`src/rtl/regfile_sb.sv`:
```
// Integer register file with a per-register busy scoreboard for decode hazard stalls.
// Define REGFILE_BYPASS_EN to forward same-cycle writeback data to the read ports.
module regfile_sb #(
  parameter int unsigned     XLEN     = 32,
  parameter int unsigned     ADDR_W   = 4,
  parameter logic [XLEN-1:0] RST_DATA = '0
) (
  input  logic              clk,
  input  logic              rst,
  input  logic [ADDR_W-1:0] rs1,
  input  logic [ADDR_W-1:0] rs2,
  output logic [XLEN-1:0]   src1,
  output logic [XLEN-1:0]   src2,
  output logic              rs1_busy,
  output logic              rs2_busy,
  input  logic              rsv_valid,
  input  logic [ADDR_W-1:0] rsv_rd,
  output logic              rsv_ready,
  input  logic              wb_valid,
  input  logic [ADDR_W-1:0] wb_rd,
  input  logic [XLEN-1:0]   wb_data,
  output logic [ADDR_W:0]   busy_cnt,
  output logic              wb_err
);

  localparam int unsigned NREG = 2**ADDR_W;

  logic [XLEN-1:0]   data_q [NREG];
  logic [NREG-1:0]   busy_q, busy_d;
  logic [ADDR_W:0]   cnt_q, cnt_d;
  logic              err_q, err_d;
  logic              wb_hit, rsv_acc, cnt_inc, cnt_dec;

  assign wb_hit    = wb_valid && (wb_rd != '0);
  // busy_q[0] is never set, so a reservation of x0 is always ready.
  assign rsv_ready = !busy_q[rsv_rd] || (wb_valid && (wb_rd == rsv_rd));
  assign rsv_acc   = rsv_valid && rsv_ready && (rsv_rd != '0);

  always_comb begin
    busy_d  = busy_q;
    err_d   = err_q;
    cnt_inc = rsv_acc && !busy_q[rsv_rd];
    cnt_dec = wb_hit && busy_q[wb_rd] && !(rsv_acc && (rsv_rd == wb_rd));
    if (wb_hit) begin
      if (!busy_q[wb_rd]) err_d = 1'b1;
      busy_d[wb_rd] = 1'b0;
    end
    // Applied after the clear so a same-cycle re-reservation wins.
    if (rsv_acc) busy_d[rsv_rd] = 1'b1;
    cnt_d = cnt_q;
    case ({cnt_inc, cnt_dec})
      2'b10:   cnt_d = cnt_q + (ADDR_W+1)'(1);
      2'b01:   cnt_d = cnt_q - (ADDR_W+1)'(1);
      default: cnt_d = cnt_q;
    endcase
  end

  always_ff @(posedge clk) begin
    if (rst) begin
      for (int unsigned i = 0; i < NREG; i++) data_q[i] <= RST_DATA;
      busy_q <= '0;
      cnt_q  <= '0;
      err_q  <= 1'b0;
    end else begin
      if (wb_hit) data_q[wb_rd] <= wb_data;
      busy_q <= busy_d;
      cnt_q  <= cnt_d;
      err_q  <= err_d;
    end
  end

  assign busy_cnt = cnt_q;
  assign wb_err   = err_q;

  always_comb begin
    src1     = (rs1 == '0) ? '0 : data_q[rs1];
    rs1_busy = busy_q[rs1];
    src2     = (rs2 == '0) ? '0 : data_q[rs2];
    rs2_busy = busy_q[rs2];
`ifdef REGFILE_BYPASS_EN
    if (wb_hit && (wb_rd == rs1)) begin
      src1     = wb_data;
      rs1_busy = 1'b0;
    end
    if (wb_hit && (wb_rd == rs2)) begin
      src2     = wb_data;
      rs2_busy = 1'b0;
    end
`endif
  end

endmodule

```
`config.mk`:
```
export PLATFORM = sky130hd
export DESIGN_NAME = regfile_sb
export DESIGN_NICKNAME = d
export VERILOG_FILES = /design/src/rtl/regfile_sb.sv
export SDC_FILE = /design/constraint.sdc
export NUM_CORES = 1
export LEC_CHECK = 0
export CAP_MARGIN = 20
export CORE_ASPECT_RATIO = 0.5
export CORE_MARGIN = 2
export CORE_UTILIZATION = 25
export CTS_CLUSTER_SIZE = 25
export DETAILED_ROUTE_END_ITERATION = 6
export GPL_ROUTABILITY_DRIVEN = 0
export PLACE_DENSITY_LB_ADDON = 0.15
export SLEW_MARGIN = 20
export SYNTH_ARGS = -nofsm -noshare
export SYNTH_HDL_FRONTEND = slang
export SYNTH_SLANG_ARGS = --single-unit
export TNS_END_PERCENT = 5
```
`constraint.sdc`:
```
create_clock -name clk -period 4 [get_ports clk]
set_clock_uncertainty 0.2 [all_clocks]
set_input_delay 0.6 -clock clk [delete_from_list [all_inputs] [get_ports clk]]
set_output_delay 0.6 -clock clk [all_outputs]
set_load 0.1 [all_outputs]
```
== Yosys cells after proc, flatten, opt, wreduce, memory -nomap -nowiden ==
Memory sizes are Yosys's and may differ from the RTL's.
Cells that the tools add are included.

* Memories kept: 1
* Input port bits: 52
* Flip-flop bits (word level): 22
* Memory bits (writable): 512

{| class="wikitable"
|+ Memory list
! memory !! words !! width !! rd ports !! clocked after Yosys merged registers in !! write ports !! RTL line !! RTL
|-
| data_q || 16 || 32 || 2 || 0 || 16 || 28 || <nowiki>logic [XLEN-1:0] data_q [NREG];</nowiki>
|}

* Add/sub/neg operators: 2
* Magnitude comparators: 6
* Reductions and logical operators: 20
* Bitwise operators: 4
* Eq/ne operators: 4
* Multiplexer cells: 25

{| class="wikitable"
|+ Operators by type and width
! kind !! count
|-
| $mux 32 || 3
|-
| $mux 16 || 2
|-
| $reduce_or 32->1 || 1
|-
| $lt 4x5->1 const B || 4
|-
| $and 16x16->16 || 1
|-
| $bmux 1 s4 || 4
|-
| $not 16->16 || 1
|-
| $or 16x16->16 || 1
|-
| $mux 1 || 12
|-
| $logic_and 1x1->1 || 10
|-
| $pmux 5 s2 || 1
|-
| $demux 1 s4 || 2
|-
| $eq 4x4->1 || 2
|-
| $ge 4x1->1 const B || 2
|-
| $logic_not 4->1 || 2
|-
| $reduce_bool 4->1 || 2
|-
| $add 5x1->5 const B || 1
|-
| $sub 5x1->5 const B || 1
|-
| $mux 4 || 1
|-
| $eq 2x1->1 const B || 1
|-
| $eq 2x2->1 const B || 1
|-
| $logic_not 1->1 || 2
|-
| $reduce_and 2->1 || 1
|-
| $reduce_bool 2->1 || 1
|-
| 2 further kinds || 2
|}

== Logic depth before layout (Yosys ltp) ==
Gate-level depths: netlist of the first run.

* Word-level depth: 11
* Mapped depth: 13

== Least setup slack after synthesis of the first run ==
Ideal clock, no wire load.

* Kind: input to output
* Start: input rs2[2]
* End: output src2[10]
* Setup slack: -0.695 ns
* Data required time: 3.200 ns
* Arrival time: 3.895 ns
* Stages on the path: 6
* Cells stage by stage: buf_2 > buf_2 > clkbuf_1 > clkbuf_1 > a211oi_1 > a211oi_1

* Cells in the longest elaborated chain, start to end: 2

{| class="wikitable"
|+ Ends and longest elaborated chain
! element !! RTL line !! RTL
|-
| from (decl) || 11 || <nowiki>input logic [ADDR_W-1:0] rs2,</nowiki>
|-
| $mem_v2 16x32 / $logic_not 4->1 (equally long branches) || -- ||
|-
| $mux 32 * || 78 || <nowiki>src2 = (rs2 == '0) ? '0 : data_q[rs2];</nowiki>
|-
| to (decl) || 13 || <nowiki>output logic [XLEN-1:0] src2,</nowiki>
|}

Mark *: on every way between the ends. The rest lies on a longest branch, timed or not.

== Final worst setup path of the first run ==
* Start: input rsv_rd[1]
* End: register cnt_q[4], in the netlist busy_cnt[4]

* Cells in the longest elaborated chain, start to end: 11

{| class="wikitable"
|+ Ends and longest elaborated chain
! element !! RTL line !! RTL
|-
| from (decl) || 17 || <nowiki>input logic [ADDR_W-1:0] rsv_rd,</nowiki>
|-
| $bmux 1 s4 || 36, 42 ||
|-
| $mux 1 (implied by the code) || 36, 42 ||
|-
| $logic_not 1->1 || 36, 42 ||
|-
| $logic_or 1x1->1 || 36 || <nowiki>assign rsv_ready = !busy_q[rsv_rd] || (wb_valid && (wb_rd == rsv_rd));</nowiki>
|-
| $logic_and 1x1->1 (2 in a row) || 37 || <nowiki>assign rsv_acc = rsv_valid && rsv_ready && (rsv_rd != '0);</nowiki>
|-
| $logic_and 1x1->1 || 43 || <nowiki>cnt_dec = wb_hit && busy_q[wb_rd] && !(rsv_acc && (rsv_rd == wb_rd));</nowiki>
|-
| $logic_not 1->1 || 43 ||
|-
| $logic_and 1x1->1 || 43 ||
|-
| $eq 2x1->1 / $eq 2x2->1 (equally long branches) || 51 || <nowiki>case ({cnt_inc, cnt_dec})</nowiki>
|-
| $pmux 5 s2 / $reduce_bool 2->1 (equally long branches) || -- ||
|-
| to (signal assigned) || 67 || <nowiki>cnt_q <= cnt_d;</nowiki>
|-
| to (decl) || 30 || <nowiki>logic [ADDR_W:0] cnt_q, cnt_d;</nowiki>
|}

Several ways; a longest one is shown, not always the timed one. The select of a mux whose other input is x is not followed.
A chain may end at the register's enable or synchronous reset.

==> flow_summary.toml, run 1 <==
[route]
drc = 0
wirelength_um = 101000
vias = 17500
detail_route.wl_per_cell_um = 27.9
post_drt_via_cell_ratio = 4.85
ant_nets = 0
detail_route.iter0.violations = 1671
dr.pass1.iters = 5

[die]
initial_utilization = 0.253
io_pins = 125
die_y_um = 244
die_w_um = 483
num_rows = 87
die-area_um2 = 118000
coreArea_um2 = 113000

[synth]
synth-edff-count = 512
synth_top_area_share = 0.536
syn_inst = 1886
async_reset_ff_frac = 0
yosysWarnings = 0
synth_cell_types = 45
yosys.cell_count.top_type = "edfxtp_1"
ys_seq_area_frac = 0.551
synth.area.top_cells = "edfxtp_1 54%, mux4_2 21%, and2_1 10%"
ys_ff_latch = 534
syn_avg_cell_area_um2 = 15.2
netlist_area_um2 = 28700
synthTopCellsByCount = "512 x edfxtp_1, 481 x and2_1, 272 x mux4_2"
synth_ff_type = "edfxtp_1"
yosys.area.top_type = "edfxtp_1"

[setup_path]
worst_path_max_delay_cell = "clkdlybuf4s50_1"
critPathLaunchType = "input port"
slowest_delay_ns = 0.65
arrival_ns = 3.98
cp_max_fo = 5
critPathTopFamily = "compound AO/OA/AOI/OAI gates"
crit_path_end_kind = "flip-flop"
r2r_slack_ns = 0.66
path_cells = "clkdlybuf4s50_1, mux4_2, a22o_1, or3_1, ha_1, fa_1, a21o_1, a21oi_1, xor2_1, or3_1, a21oi_1"
worst-path-buf-inv = 1
crit_type = "input port to flip-flop"
cp.required_ns = 4.36

[sta]
hold_violations = 0
max_freq_mhz = 276
relSlewSlack = 0.321
setup-violations-final = 0
fin_crit_sh = 0.905
min_period_ns = 3.62
slew_violations = 0
layout_setup_ws_ns = 0.378
worst_pin_slew_ns = 1.02
rsz0062_at_grt = "false"

[grt]
grt_max_degree = 66
grt_overflow = 0
antenna_found_initial = 15
grt_pass1_vias = 18800
grtUsageTotal = 0.171
grt_pass1_wl_um = 144000

[cells_and_area]
finalInstanceArea_um2 = 35500
fin_nets = 2100
final-seq-area_um2 = 15800
multi_input_area_um2 = 12300
fillCellCount = 11100
areaGrowthSynthToFinish_pct = 23.6
drive_gt1_frac = 0.284

[cts]
clk_latency_ns = 0.64
cts_buffers = 60
path_clk_slew_ns = 0.06
cts.sinks = 534
postCtsSetupBuffers = 0
ctsRootBufferMaster = "clkbuf_16"
cts_resized = 0
hold_buffers = 0
cts_tree = "built"
clockBufferDepth = 3
htreeDepth = 2

[pwr]
power.density_nw_per_um2 = 421
vdd_ir_drop_max_uv = 335
leakage_nw = 12.1

[place]
portBuffers = 124
placed_cell_area_um2 = 33600
place_hpwl_um = 56100
post-place-ws_ns = -0.255

[run_status]
status = "finished clean"

[worst_hold_path]
hp-class = "input port to flip-flop"

[run]
maxCapViolations = 0
-- worst paths after layout --
check / from / to / cells past startpoint
max: rsv_rd[1] / busy_cnt[4] / 11
min: rst / busy_cnt[0] / 2
max reg2reg: busy_q[14] / busy_cnt[4] / 10
min reg2reg: busy_cnt[4] / busy_cnt[4] / 2
-- routing by layer --
metal	track usage	wire length [um]	vias to the layer above
met2	0.282	47700	488
met5	0	34	-
met3	0.0253	5510	110
li1	-	-	7609
met1	0.239	45700	9301
met4	0.0361	1660	6
-- cell usage in the layout, fill, tap and decap left out, drive strengths merged, types with 2 or more instances in the layout --
cell type / Yosys / final
conb: 1 / 32
bufinv: 0 / 3
a21oi: 12 / 12
clkbuf: 138 / 87
mux4: 272 / 272
nand3: 2 / 2
dfxtp: 22 / 22
inv: 16 / 17
mux2i: 70 / 70
a211oi: 130 / 130
ha: 4 / 4
nor2b: 75 / 75
xor2: 2 / 2
a32o: 2 / 2
o22ai: 9 / 9
clkinv: 0 / 19
nor2: 26 / 26
and2: 481 / 481
nand2: 6 / 6
buf: 57 / 211
xnor2: 6 / 6
edfxtp: 512 / 512
a21o: 5 / 5
nand4: 2 / 2
nand2b: 4 / 4
nor3: 3 / 3
nand3b: 2 / 2
a22o: 6 / 6
a31o: 5 / 5
clkdlybuf4s50: 0 / 48
diode: 0 / 7
or3: 2 / 2
nor4: 2 / 2
-- final cells by class --
| class | count | area share |
|---|---|---|
| antenna | 7 | 0.000494 |
| clock buffer | 87 | 0.0458 |
| clock inverter | 23 | 0.00547 |
| inverter | 16 | 0.00169 |
| multi-input combinational | 1172 | 0.346 |
| sequential | 534 | 0.446 |
| tap | 1513 | 0.0534 |
| timing repair buffer | 259 | 0.102 |
-- worst register-to-register path: stages, from the launching register on --
cell and delay [ns]:
dfxtp_1 0.39, mux4_2 0.51, a22o_1 0.23, or3_1 0.35, ha_1 0.26, fa_1 0.40
a21o_1 0.18, a21oi_1 0.19, xor2_1 0.11, or3_1 0.31, a21oi_1 0.14
-- logic make-up after synthesis --
| kind of cell | share of synthesized area |
|---|---|
| AO/OA/AOI/OAI | 0.0453 |
| XOR/XNOR | 0.00244 |
| adder cells (fa/ha/maj) | 0.00244 |
| buffers and inverters | 0.0302 |
| flip-flops | 0.551 |
| multiplexers | 0.238 |
| other | 0.000131 |
| AND/OR/NAND/NOR | 0.130 |
-- report_power, final --
part / internal (mW) / switching, mW / leakage [nW]
clock: 2.99 / 2.40 / 0.881
sequential: 6.47 / 0.157 / 5.09
combinational: 1.19 / 1.75 / 6.11
-- sequential cells by signal, indices dropped and copies added (netlist names) --
register and count:
busy_q 16, data_q 512, wb_err 1, busy_cnt 5
-- stage by stage --
| step | total power, mW | utilization | setup TNS [ns] | cells | hold slack, ns |
|---|---|---|---|---|---|
| after floorplan | 8.49 | - | -42.18 | 1917 | 0.275 |
| after global placement | 9.71 | 0.297 | -0.205 | 3494 | 0.296 |
| after detailed placement | 9.72 | 0.297 | -0.308 | 3494 | 0.284 |
| after CTS | 15.1 | 0.313 | 0 | 3604 | 0.248 |
| after global routing | 15.5 | 0.313 | 0 | 3606 | 0.283 |
| final | 15.0 | 0.313 | 0 | 3611 | 0.282 |
Note: power is estimated with default switching activity, not from simulation.
==> run 2, diff against run 1 <==
--- a/config.mk
+++ b/config.mk
@@ -8,10 +8,11 @@
 export CAP_MARGIN = 20
 export CORE_ASPECT_RATIO = 0.5
 export CORE_MARGIN = 2
-export CORE_UTILIZATION = 25
+export CORE_UTILIZATION = 30
 export CTS_CLUSTER_SIZE = 25
 export DETAILED_ROUTE_END_ITERATION = 6
 export GPL_ROUTABILITY_DRIVEN = 0
+export GPL_TIMING_DRIVEN = 0
 export PLACE_DENSITY_LB_ADDON = 0.15
 export SLEW_MARGIN = 20
 export SYNTH_ARGS = -nofsm -noshare
==> run 2 against run 1 <==
Net effect:
- the run now ends with setup timing left
- first-iteration DRC count grew 14%
- global-route usage grew 4.1 points
- setup slack lost 0.48 ns
- critical path depth shrank 4
- routed wire length grew 2.8%
- sequential cell count is the same
- die area shrank 16%
- sequential share of layout area grew 2.5 points
- critical endpoint is now rs2_busy
- sequential power is essentially flat
- clock-buffer cell count shrank 15
- maximum frequency shrank 12%
==> flow_summary.toml, run 2 (synthesized netlist as in run 1, its figures left out) <==
[run_status]
status = "complete, but fails checks"
violations = "setup timing"

[worst_hold_path]
min_from = "wb_valid"
hp-class = "input port to flip-flop"
holdPathStages = 3

[setup_path]
worst_path_max_delay_cell = "dlygate4sd2_1"
cp.required_ns = 3.20
startpoint = "rs2[2]"
arrival_ns = 3.30
slowest_delay_ns = 0.88
crit_type = "input port to primary output"
r2r_start = "busy_q[14]"
critPathLaunchType = "input port"
path_cells = "buf_2, buf_2, clkbuf_2, clkbuf_2, a211oi_1, a21oi_1, dlygate4sd2_1"
cp_max_fo = 10
crit_path_end_kind = "primary output"
reg2regPathDepth = 10

[cells_and_area]
final_common_cell = "edfxtp_1"
drive_gt1_frac = 0.245
areaGrowthSynthToFinish_pct = 17.0
layout_common_cells = "512 x edfxtp_1, 481 x and2_1, 272 x mux4_2, 126 x clkbuf_1, 125 x a211oi_1"
final_util = 0.353
largest_register = "data_q"
fillCellCount = 9206
fin_cells = 3415
largest_reg_flops = 512
fin_nets = 2155

[grt]
grt_pass1_vias = 18600
grt_overflow = 0
grtUsageTotal = 0.212
grt_max_degree = 34
antenna_found_initial = 2
grt_pass1_wl_um = 145000

[route]
detail_route.iter0.violations = 1897
detail_route.wl_per_cell_um = 30.3
wirelength_um = 103000
post_drt_via_cell_ratio = 5.29
dr.pass1.iters = 5
vias = 18100
drc = 0
ant_nets = 0

[sta]
layout_setup_ws_ns = -0.102
fin_crit_sh = 1.03
hold_violations = 0
max_freq_mhz = 244
worst_pin_slew_ns = 1.09
slew_violations = 0
min_period_ns = 4.10
rsz0062_at_grt = "true"
relSlewSlack = 0.269
setup-violations-final = 12

[pwr]
power.density_nw_per_um2 = 426
leakage_nw = 11.4
vdd_ir_drop_max_uv = 311

[cts]
path_clk_slew_ns = 0.06
postCtsSetupBuffers = 0
clk_latency_ns = 0.66
cts.sinks = 534
htreeDepth = 2
cts_buffers = 56
ctsRootBufferMaster = "clkbuf_16"
hold_buffers = 0
clockBufferDepth = 3
cts_tree = "built"

[die]
die_y_um = 223
num_rows = 80
die_w_um = 441
die-area_um2 = 98300
coreArea_um2 = 95100
initial_utilization = 0.302
io_pins = 125

[place]
post-place-ws_ns = -1.49
place_hpwl_um = 70400
portBuffers = 110
placed_cells = 3311

[run]
maxCapViolations = 0
## run 2: changes by cell type in the layout (fill, tap and decap cells not counted), sizes merged, moves of 5 or more
cell           previous run  this run
clkdlybuf4s15             0        25
clkinv                   19        26
buf                     211        89
clkdlybuf4s50            48        43
diode                     7         2
clkdlybuf4s18             0         5
clkbuf                   87       227
## run 2: power by group
group	total [mW]	switching [mW]	internal [mW]	leakage [nW]
clock network	5.06	2.36	2.70	0.809
registers	6.62	0.154	6.46	5.09
logic	2.62	1.76	0.861	5.48
## run 2: routing by layer
metal,vias to the layer above,track usage,share of wire,wire [um]
li1,7729,-,-,-
met1,9607,0.305,0.46,47200
met2,578,0.337,0.47,48300
met3,139,0.0284,0.053,5520
met4,0,0.0516,0.023,2410
met5,-,0,0,0
## run 2: stage by stage
step	area, um^2	setup TNS [ns]	hold WS (ns)	power [mW]
floorplan	28800	-42.18	0.275	8.49
global placement	31500	-99.88	0.257	9.35
detailed placement	31900	-73.88	0.262	9.41
CTS	33600	-1.80	0.122	14.4
global route	33600	-1.21	0.156	14.7
finish	33600	-0.393	0.164	14.3
## run 2: what timing repair did
action | 4_1_cts | 5_1_grt
hold endpoints to repair | 0 | 0
pin swaps | 0 | 0
endpoints found under the setup margin | 67 | 44
gates resized for setup | 366 | 38
## run 2: final timing paths
path	end	slack (ns)
min	wb_err	0.16
max reg2reg	busy_cnt[4]	0.60
min reg2reg	wb_err	0.27
max	rs2_busy	-0.10
## run 2: area by class of cell
cell class	count	area (um^2)	share of cell area
inverters	16	70.1	0.00209
plain buffers	195	895	0.0266
clock inverters	30	205	0.00611
repair buffers	123	1290	0.0385
multi-input cells	1172	12200	0.365
flip-flops and latches	534	15800	0.471
clock buffers	72	1460	0.0435
diodes	2	5.00	0.000149
well taps	1271	1590	0.0474
## run 2: worst max-delay path, delay by kind of cell
kind / cells / cell delay, ns
buf+inv: 5 / 2.33
compound gates: 2 / 0.35
